===== src/rtl/fetch_pkg.sv =====
// Shared opcode constants and FSM state encoding for the instruction-fetch stage.
package fetch_pkg;

  localparam logic [5:0] OP_RTYPE = 6'b000000;
  localparam logic [5:0] OP_J     = 6'b011000;
  localparam logic [5:0] OP_JR    = 6'b011001;
  localparam logic [5:0] OP_JAL   = 6'b011010;
  localparam logic [5:0] OP_BEQ   = 6'b011011;
  localparam logic [5:0] OP_BNE   = 6'b011100;
  localparam logic [5:0] OP_HALT  = 6'b111111;

  typedef enum logic [1:0] {
    IDLE  = 2'd0,
    FETCH = 2'd1,
    EXEC  = 2'd2,
    HALT  = 2'd3
  } state_t;

endpackage


===== src/rtl/fetch_unit_next_pc_logic.sv =====
// Combinational next-PC selection: sequential, register target, jump or branch.
module next_pc_logic #(
  parameter int PC_W = 32
) (
  input  logic [PC_W-1:0] pc_plus1,
  input  logic [31:0]     instr,
  input  logic            pc_redirect,
  input  logic            pc_src,
  input  logic [PC_W-1:0] reg_target,
  output logic [PC_W-1:0] next_pc
);
  import fetch_pkg::*;

  logic [PC_W-1:0] jump_target;
  logic [PC_W-1:0] branch_target;

  // Jumps keep the upper bits of pc+1 above the 26-bit index field.
  generate
    if (PC_W == 26) begin : g_jump_narrow
      assign jump_target = instr[25:0];
    end else begin : g_jump_wide
      assign jump_target = {pc_plus1[PC_W-1:26], instr[25:0]};
    end
  endgenerate

  assign branch_target = pc_plus1 + {{(PC_W-16){instr[15]}}, instr[15:0]};

  always_comb begin
    next_pc = pc_plus1;
    if (pc_redirect) begin
      if (!pc_src) begin
        next_pc = reg_target;
      end else begin
        case (instr[31:26])
          OP_J, OP_JAL:     next_pc = jump_target;
          OP_BEQ, OP_BNE:   next_pc = branch_target;
          default:          next_pc = pc_plus1;
        endcase
      end
    end
  end

endmodule


===== src/rtl/fetch_unit.sv =====
// Instruction-fetch / PC stage: fetches over a ready handshake, holds the word
// for the controller during EXEC, then advances the PC.
//
// state | meaning
// IDLE  | one cycle after reset before the first request
// FETCH | imem_req high at pc, waiting for imem_ready
// EXEC  | instr valid for the controller; waits out exec_stall
// HALT  | HALT opcode fetched; only reset leaves
module fetch_unit #(
  parameter int              PC_W     = 32,
  parameter logic [PC_W-1:0] RESET_PC = '0
) (
  input  logic            clk,
  input  logic            rst,
  output logic            imem_req,
  output logic [PC_W-1:0] imem_addr,
  input  logic            imem_ready,
  input  logic [31:0]     imem_rdata,
  output logic [31:0]     instr,
  output logic [5:0]      opcode,
  output logic [5:0]      func,
  output logic [4:0]      rs,
  output logic [4:0]      rt,
  output logic [4:0]      rd,
  output logic [15:0]     imm,
  output logic            instr_valid,
  input  logic            exec_stall,
  input  logic            pc_redirect,
  input  logic            pc_src,
  input  logic [PC_W-1:0] reg_target,
  output logic [PC_W-1:0] pc,
  output logic [PC_W-1:0] pc_plus1,
  output logic            halted
);
  import fetch_pkg::*;

  generate
    if (PC_W < 26 || PC_W > 32) begin : g_bad_pc_w
      $error("fetch_unit: PC_W must be within 26..32");
    end
  endgenerate

  state_t          state;
  state_t          state_next;
  logic [PC_W-1:0] next_pc;

  assign pc_plus1  = pc + PC_W'(1);
  assign imem_addr = pc;

  assign opcode = instr[31:26];
  assign rs     = instr[25:21];
  assign rt     = instr[20:16];
  assign rd     = instr[15:11];
  assign func   = instr[5:0];
  assign imm    = instr[15:0];

  next_pc_logic #(
    .PC_W (PC_W)
  ) u_next_pc (
    .pc_plus1    (pc_plus1),
    .instr       (instr),
    .pc_redirect (pc_redirect),
    .pc_src      (pc_src),
    .reg_target  (reg_target),
    .next_pc     (next_pc)
  );

  always_ff @(posedge clk) begin
    if (rst) begin
      state <= IDLE;
      pc    <= RESET_PC;
      instr <= '0;
    end else begin
      state <= state_next;
      if (state == FETCH && imem_ready) begin
        instr <= imem_rdata;
      end
      // Redirect selects only matter at the single EXEC cycle that retires.
      if (state == EXEC && !exec_stall) begin
        pc <= next_pc;
      end
    end
  end

  always_comb begin
    state_next  = state;
    imem_req    = 1'b0;
    instr_valid = 1'b0;
    halted      = 1'b0;
    case (state)
      IDLE: begin
        state_next = FETCH;
      end
      FETCH: begin
        imem_req = 1'b1;
        if (imem_ready) begin
          state_next = (imem_rdata[31:26] == OP_HALT) ? HALT : EXEC;
        end
      end
      EXEC: begin
        instr_valid = 1'b1;
        if (!exec_stall) begin
          state_next = FETCH;
        end
      end
      HALT: begin
        halted = 1'b1;
      end
      default: begin
        state_next = IDLE;
      end
    endcase
  end

endmodule


===== config.mk =====
export PLATFORM = sky130hd
export DESIGN_NAME = fetch_unit
export DESIGN_NICKNAME = d
export VERILOG_FILES = /design/src/rtl/fetch_pkg.sv /design/src/rtl/fetch_unit_next_pc_logic.sv /design/src/rtl/fetch_unit.sv
export SDC_FILE = /design/constraint.sdc
export NUM_CORES = 1
export LEC_CHECK = 0
export ABC_AREA = 1
export CORE_ASPECT_RATIO = 1.4
export CORE_MARGIN = 3
export CORE_UTILIZATION = 70
export CTS_CLUSTER_SIZE = 20
export DETAILED_ROUTE_END_ITERATION = 6
export DONT_BUFFER_PORTS = 1
export PLACE_DENSITY = 0.86
export SYNTH_ARGS = -nofsm -noshare
export SYNTH_HDL_FRONTEND = slang
export SYNTH_SLANG_ARGS = --single-unit
export TNS_END_PERCENT = 30

===== constraint.sdc =====
create_clock -name clk -period 4.8 [get_ports clk]
set_input_delay 0.24 -clock clk [delete_from_list [all_inputs] [get_ports clk]]
set_output_delay 0.24 -clock clk [all_outputs]
set_load 0.02 [all_outputs]

======== Yosys cells after proc, flatten, opt, wreduce, memory -nomap -nowiden ========
Cells that the tools add are included.
storage, ports and cells
  input port bits ......................... 70
  bits in latches ......................... 0
  memories kept ........................... 0
  bits in read-only memories .............. 0
  register bits after elaboration ......... 66
  logic and storage cells ................. 33
  RAM bits ................................ 0
  output and inout bits ................... 174
cells by class
  divide/modulo/power cells ............... 0
  reduce and logical (&&, ||, !) cells .... 8
  $mul .................................... 0
  bitwise logic cells ..................... 0
  add/sub/neg operators ................... 2
  order comparisons ....................... 0
  multiplexer cells ....................... 10
  shifts and indexed selects .............. 0
  equal/unequal tests ..................... 10
operators by type and width
  cell                   number
  $mux 32                2
  $pmux 32 s2            1
  $add 32x1->32 const B  1
  $add 32x32->32         1
  $eq 6x5->1 const B     4
  $eq 6x6->1 const B     1
  $pmux 2 s3             1
  $eq 2x2->1 const B     2
  $mux 1                 4
  $mux 2                 2
  $ne 2x2->1 const B     2
  $reduce_or 2->1        2
  $reduce_and 3->1       1
  $reduce_bool 3->1      1
  $eq 2x1->1 const B     1
  $logic_and 1x1->1      2
  $logic_not 2->1        1
  $logic_not 1->1        1

======== Longest topological paths before layout ========
  depth in word-level cells ............... 5
  mapped depth ............................ 26
  gate-level depth less buffers ........... 26

======== By module ========
Synthesis repeated with hierarchy kept, for this count alone.
second synthesis, totals
  cell total of the unflattened synthesis .. 1379
  area, all modules ....................... 7679.9 um^2
modules (own cells, without submodules)
  module         cells an instance  seq. area each (um^2)  area an instance (um^2)  times used
  fetch_unit     559                1321.3                 3980.1                   1
  next_pc_logic  820                0.0                    3699.8                   1

======== Worst setup path after synthesis ========
Ideal clock, no wire load.
  path kind ............................... flip-flop to flip-flop
  start point ............................. register pc[0], in the netlist imem_addr[0]
  end point ............................... register pc[27], in the netlist imem_addr[27]
  cell stages (with the launch flop) ...... 20
  setup time .............................. 0.066 ns
  buffers on the path ..................... 0
  data arrival time ....................... 3.300 ns
  slack ................................... 1.434 ns
  period minus slack after synthesis ...... 3.366 ns
  required time ........................... 4.734 ns
  cells stage by stage .................... dfxtp_1 > ha_1 > nand2_1 > nor2_4 > nand4_2 > nor2_4 > inv_2 > nor3_4 > xor2_1 > ha_1 > nand2_1 > nor2_1 > a21oi_1 > nor2_1 > nor2_1 > o21ai_0 > and2_1 > o21ai_2 > nand2_1 > a21oi_2
between the ends
  longest elaborated chain between the ends .. 5
RTL lines
  item                    RTL line                        source
  from (decl)             fetch_unit.sv:31                output logic [PC_W-1:0] pc,
  from (signal assigned)  fetch_unit.sv:80                pc <= next_pc;
  $add 32x1->32           fetch_unit.sv:47                assign pc_plus1 = pc + PC_W'(1);
  named net pc_plus1[16]  fetch_unit.sv:32                output logic [PC_W-1:0] pc_plus1,
  $add 32x32->32          fetch_unit_next_pc_logic.sv:26  assign branch_target = pc_plus1 + {{(PC_W-16){instr[15]}}, instr[15:0]};
  $pmux 32 s2             fetch_unit_next_pc_logic.sv:34  case (instr[31:26])
  $mux 32                 fetch_unit_next_pc_logic.sv:31  if (!pc_src) begin
  $mux 32                 fetch_unit_next_pc_logic.sv:30  if (pc_redirect) begin
The timed path passes the listed nets, and every way through them passes these cells.
A chain may end at the register's enable or synchronous reset.

======== Worst setup path after layout ========
  start point ............................. register pc[0], in the netlist imem_addr[0]
  end point ............................... register pc[30], in the netlist imem_addr[30]
The elaborated chain is that of the path after synthesis.

==> run_results.csv <==
group,metric,value,unit
outcome,status,"finished clean",
synthesis,synth.area.mux_share,0,
floorplan,num_rows,43,
cts,cts_num_sinks,66,
synthesis,ys_seq_area_frac,0.1846,
global_route,gr-usage-all-layers,0.4230,
timing,finalSetupViolCount,0,
timing,hold_viol,0,
setup_path,start_kind,"flop",
placed_design,dpl.hpwl,18.74,mm
floorplan,core,9953,sq um
placed_design,place_inst,1263,
layout,n_antenna_cell,0,
synthesis,synth_top_family_by_area,"simple AND/OR/NAND/NOR gates",
synthesis,synth-xor-area-share,0.02902,
synthesis,synth-seq-cells,66,
cts,insertion_delay,0.34,ns
drt,routedWlPerCell,19.32,microns
drt,dr.pass1.iters,5,
synthesis,synth-simple-area-share,0.3402,
timing,clock-skew-final,0.01014,ns
setup_path,crit_fanout,6,
layout,stdcell_count,1280,
synthesis,synth-async-reset-ratio,0,
synthesis,avgSynthCellArea,5.872,sq um
placed_design,dpl-instance-area,6789,sq um
cts,clk_pin_slew,0.06,ns
drt,drcViolationCount,0,
setup_path,required,5.06,ns
drt,num_vias,7838,
placed_design,portBuffers,0,
timing,worst_pin_slew,1.229,ns
synthesis,synthFlopType,"dfxtp_1",
drt,routed_wl,24.73,mm
synthesis,synthAdderAreaFrac,0.06922,
power,peakVddDrop,0.2522,mV
cts,cts.repair.resized,0,
synthesis,ys_warn_count,0,
flow_run,drv_cap,0,
timing,max_freq,249.4,MHz
floorplan,start_util,0.7192,
layout,drive_above_1_share,0.07162,
timing,fin_crit,4.010,ns
drt,drt_iter0_drc,589,
synthesis,synth_cell_type_count,46,
cts,cts_tree,"built",
timing,fin_crit_sh,0.8355,
power,power.density,235.8,nW/um^2
synthesis,synth-edff-count,0,
global_route,grt_overflow,0,
setup_path,endpoint_kind,"flop",
cts,cts.path.max_buffers,2,
synthesis,syn_area,7158,sq um
timing,rsz0062_at_grt,"false",
timing,slew_violations,0,
min_path,hp-class,"in -> reg",
floorplan,die-area,11490,sq um
cts,root_buffer,"clkbuf_16",
floorplan,ioPinCount,244,
drt,routed_via_density,6.123,
timing,fin_tns_setup,0,ns
drt,detail-route-antenna-nets,0,
setup_path,critical_path_class,"reg -> reg",
cts,cts_max_level,3,
layout,nNetsFinal,1249,
global_route,grt_max_degree,65,
placed_design,gp_congestion,0.9797,
synthesis,synthCells,1219,
layout,stdcell_area,7102,sq um
setup_path,regToRegSetupSlack,0.79,ns
floorplan,dieWidth,91.47,microns
synthesis,synth_nets,1328,
floorplan,fp.dieH,125.7,microns
timing,slew_headroom,0.1795,
power,leakagePower,3.576,nW
global_route,grt_pass1_vias,7376,
layout,synthToLayoutAreaGrowth,-0.7866,%
cts,cts_inserted_buffers,9,
setup_path,critPathArrivalTime,4.27,ns
synthesis,synth_compound_area_frac,0.1944,
global_route,grt_pass1_wl,38.38,mm
global_route,grt_antenna_before_repair,0,
timing,hold-worst-slack,0.02769,ns
[routing by layer]
metal | up-vias | GRT usage | part of all wire
li1 | 3709 | - | -
met1 | 3459 | 0.4645 | 0.34
met2 | 520 | 0.6931 | 0.46
met3 | 150 | 0.09080 | 0.098
met4 | 0 | 0.3464 | 0.098
met5 | - | 0 | 0
[cell usage after synthesis (2+ instances only)]
library cell,number,area share
a31oi_1,5,0.0044
buf_4,75,0.079
nand3b_1,5,0.0052
nand3_2,3,0.0042
or2_2,11,0.0096
o2111ai_1,3,0.0037
nand2_2,4,0.0035
o21ai_1,4,0.0028
o211ai_1,11,0.012
o21bai_1,9,0.0094
nand4_1,9,0.0079
dfxtp_1,66,0.18
a21oi_2,2,0.0024
xnor2_1,5,0.0061
and2_1,2,0.0017
nand2_1,327,0.17
nor2_2,2,0.0017
o21ai_0,94,0.066
xor2_1,15,0.018
inv_1,151,0.079
buf_2,5,0.0035
a21o_1,6,0.0063
buf_1,2,0.0010
nor2_4,5,0.0079
nand3_1,65,0.045
nor3_1,11,0.0077
nand4_2,2,0.0035
o22ai_1,3,0.0026
ha_1,38,0.066
nor2_1,113,0.059
nor3_2,2,0.0028
a21oi_1,112,0.078
o221ai_1,3,0.0037
clkbuf_2,2,0.0014
inv_2,4,0.0021
nor4_1,2,0.0017
clkbuf_1,32,0.017
[cell families (layout without fill, tap and decap cells)]
family                   count (synthesis)  in the layout
flip-flops                              66             66
XOR/XNOR                                22             22
adder cells (fa/ha/maj)                 39             39
AND/OR/NAND/NOR                        566            566
AO/OA/AOI/OAI                          255            255
buffers and inverters                  271            197
[stage by stage]
step	setup slack [ns]	utilization	total power [mW]
finish	0.7897	0.7135	1.674
global route	0.4402	0.7135	1.729
CTS	0.8206	0.7135	1.665
detailed placement	0.8784	0.6821	0.9836
global placement	0.9525	0.6821	0.9791
floorplan	1.434	-	0.9529
[sequential cells by signal, indices dropped and copies added (netlist names)]
| signal | flops |
|---|---|
| imem_addr | 32 |
| instr | 32 |
| state | 2 |
[area by class of cell]
class                           instances  area [sq um]
Clock buffer                           10         239.0
Clock inverter                          6         63.81
Fill cell                             905          2851
Inverter                              155         581.8
Multi-Input combinational cell        882          4529
Sequential cell                        66          1321
Tap cell                              135         168.9
Timing Repair Buffer                   26         197.7
[where the power goes]
group / leakage (nW) / internal, mW / switching (mW) / total (mW)
sequential: 0.538 / 0.577 / 0.118 / 0.695
clock: 0.145 / 0.417 / 0.274 / 0.690
combinational: 2.89 / 0.0919 / 0.197 / 0.289
total: 3.58 / 1.09 / 0.589 / 1.67
[placed cells by master (no fill, tap or decap), types with 5 or more instances in the layout]
cell type,count
dfxtp_1,66
clkbuf_16,9
nor3_1,11
nand2_1,327
nor2_4,5
xnor2_1,5
buf_4,25
nand3_1,65
or2_2,11
xor2_1,15
a31oi_1,5
nor2_1,113
a21oi_1,112
o211ai_1,11
ha_1,38
nand4_1,9
inv_1,151
o21bai_1,9
nand3b_1,5
o21ai_0,94
a21o_1,6
[worst paths after layout]
kind | startpoint | to | cells after the start
setup / recovery | imem_addr[0] | imem_addr[30] | 21
hold / removal | imem_ready | state[0] | 1
setup reg to reg | imem_addr[0] | imem_addr[30] | 21
hold reg to reg | state[1] | state[1] | 4
[repair_timing]
| item | in CTS | in global routing |
|---|---|---|
| hold endpoints to repair | 19 | 0 |
| setup buffers | 0 | 0 |
| hold buffers | 1 | 0 |
[worst max-delay path, cell delays in order, from the launching register on]
cell and delay, ns:
dfxtp_1 0.65, inv_1 0.31, nor2_4 0.26, nand2_4 0.12
nor3b_4 0.27, nand2_1 0.10, xor2_1 0.16, inv_1 0.30
ha_1 0.37, a21oi_1 0.28, o21ai_0 0.17, nand2_1 0.09
nand2_1 0.05, a21oi_1 0.16, nand2_1 0.08, nand2_1 0.06
nand3_1 0.11, nand2_1 0.10, nand2_1 0.06, nand2_1 0.05
nand2_1 0.05, a21oi_1 0.13
Note: power is estimated with default switching activity, not from simulation.
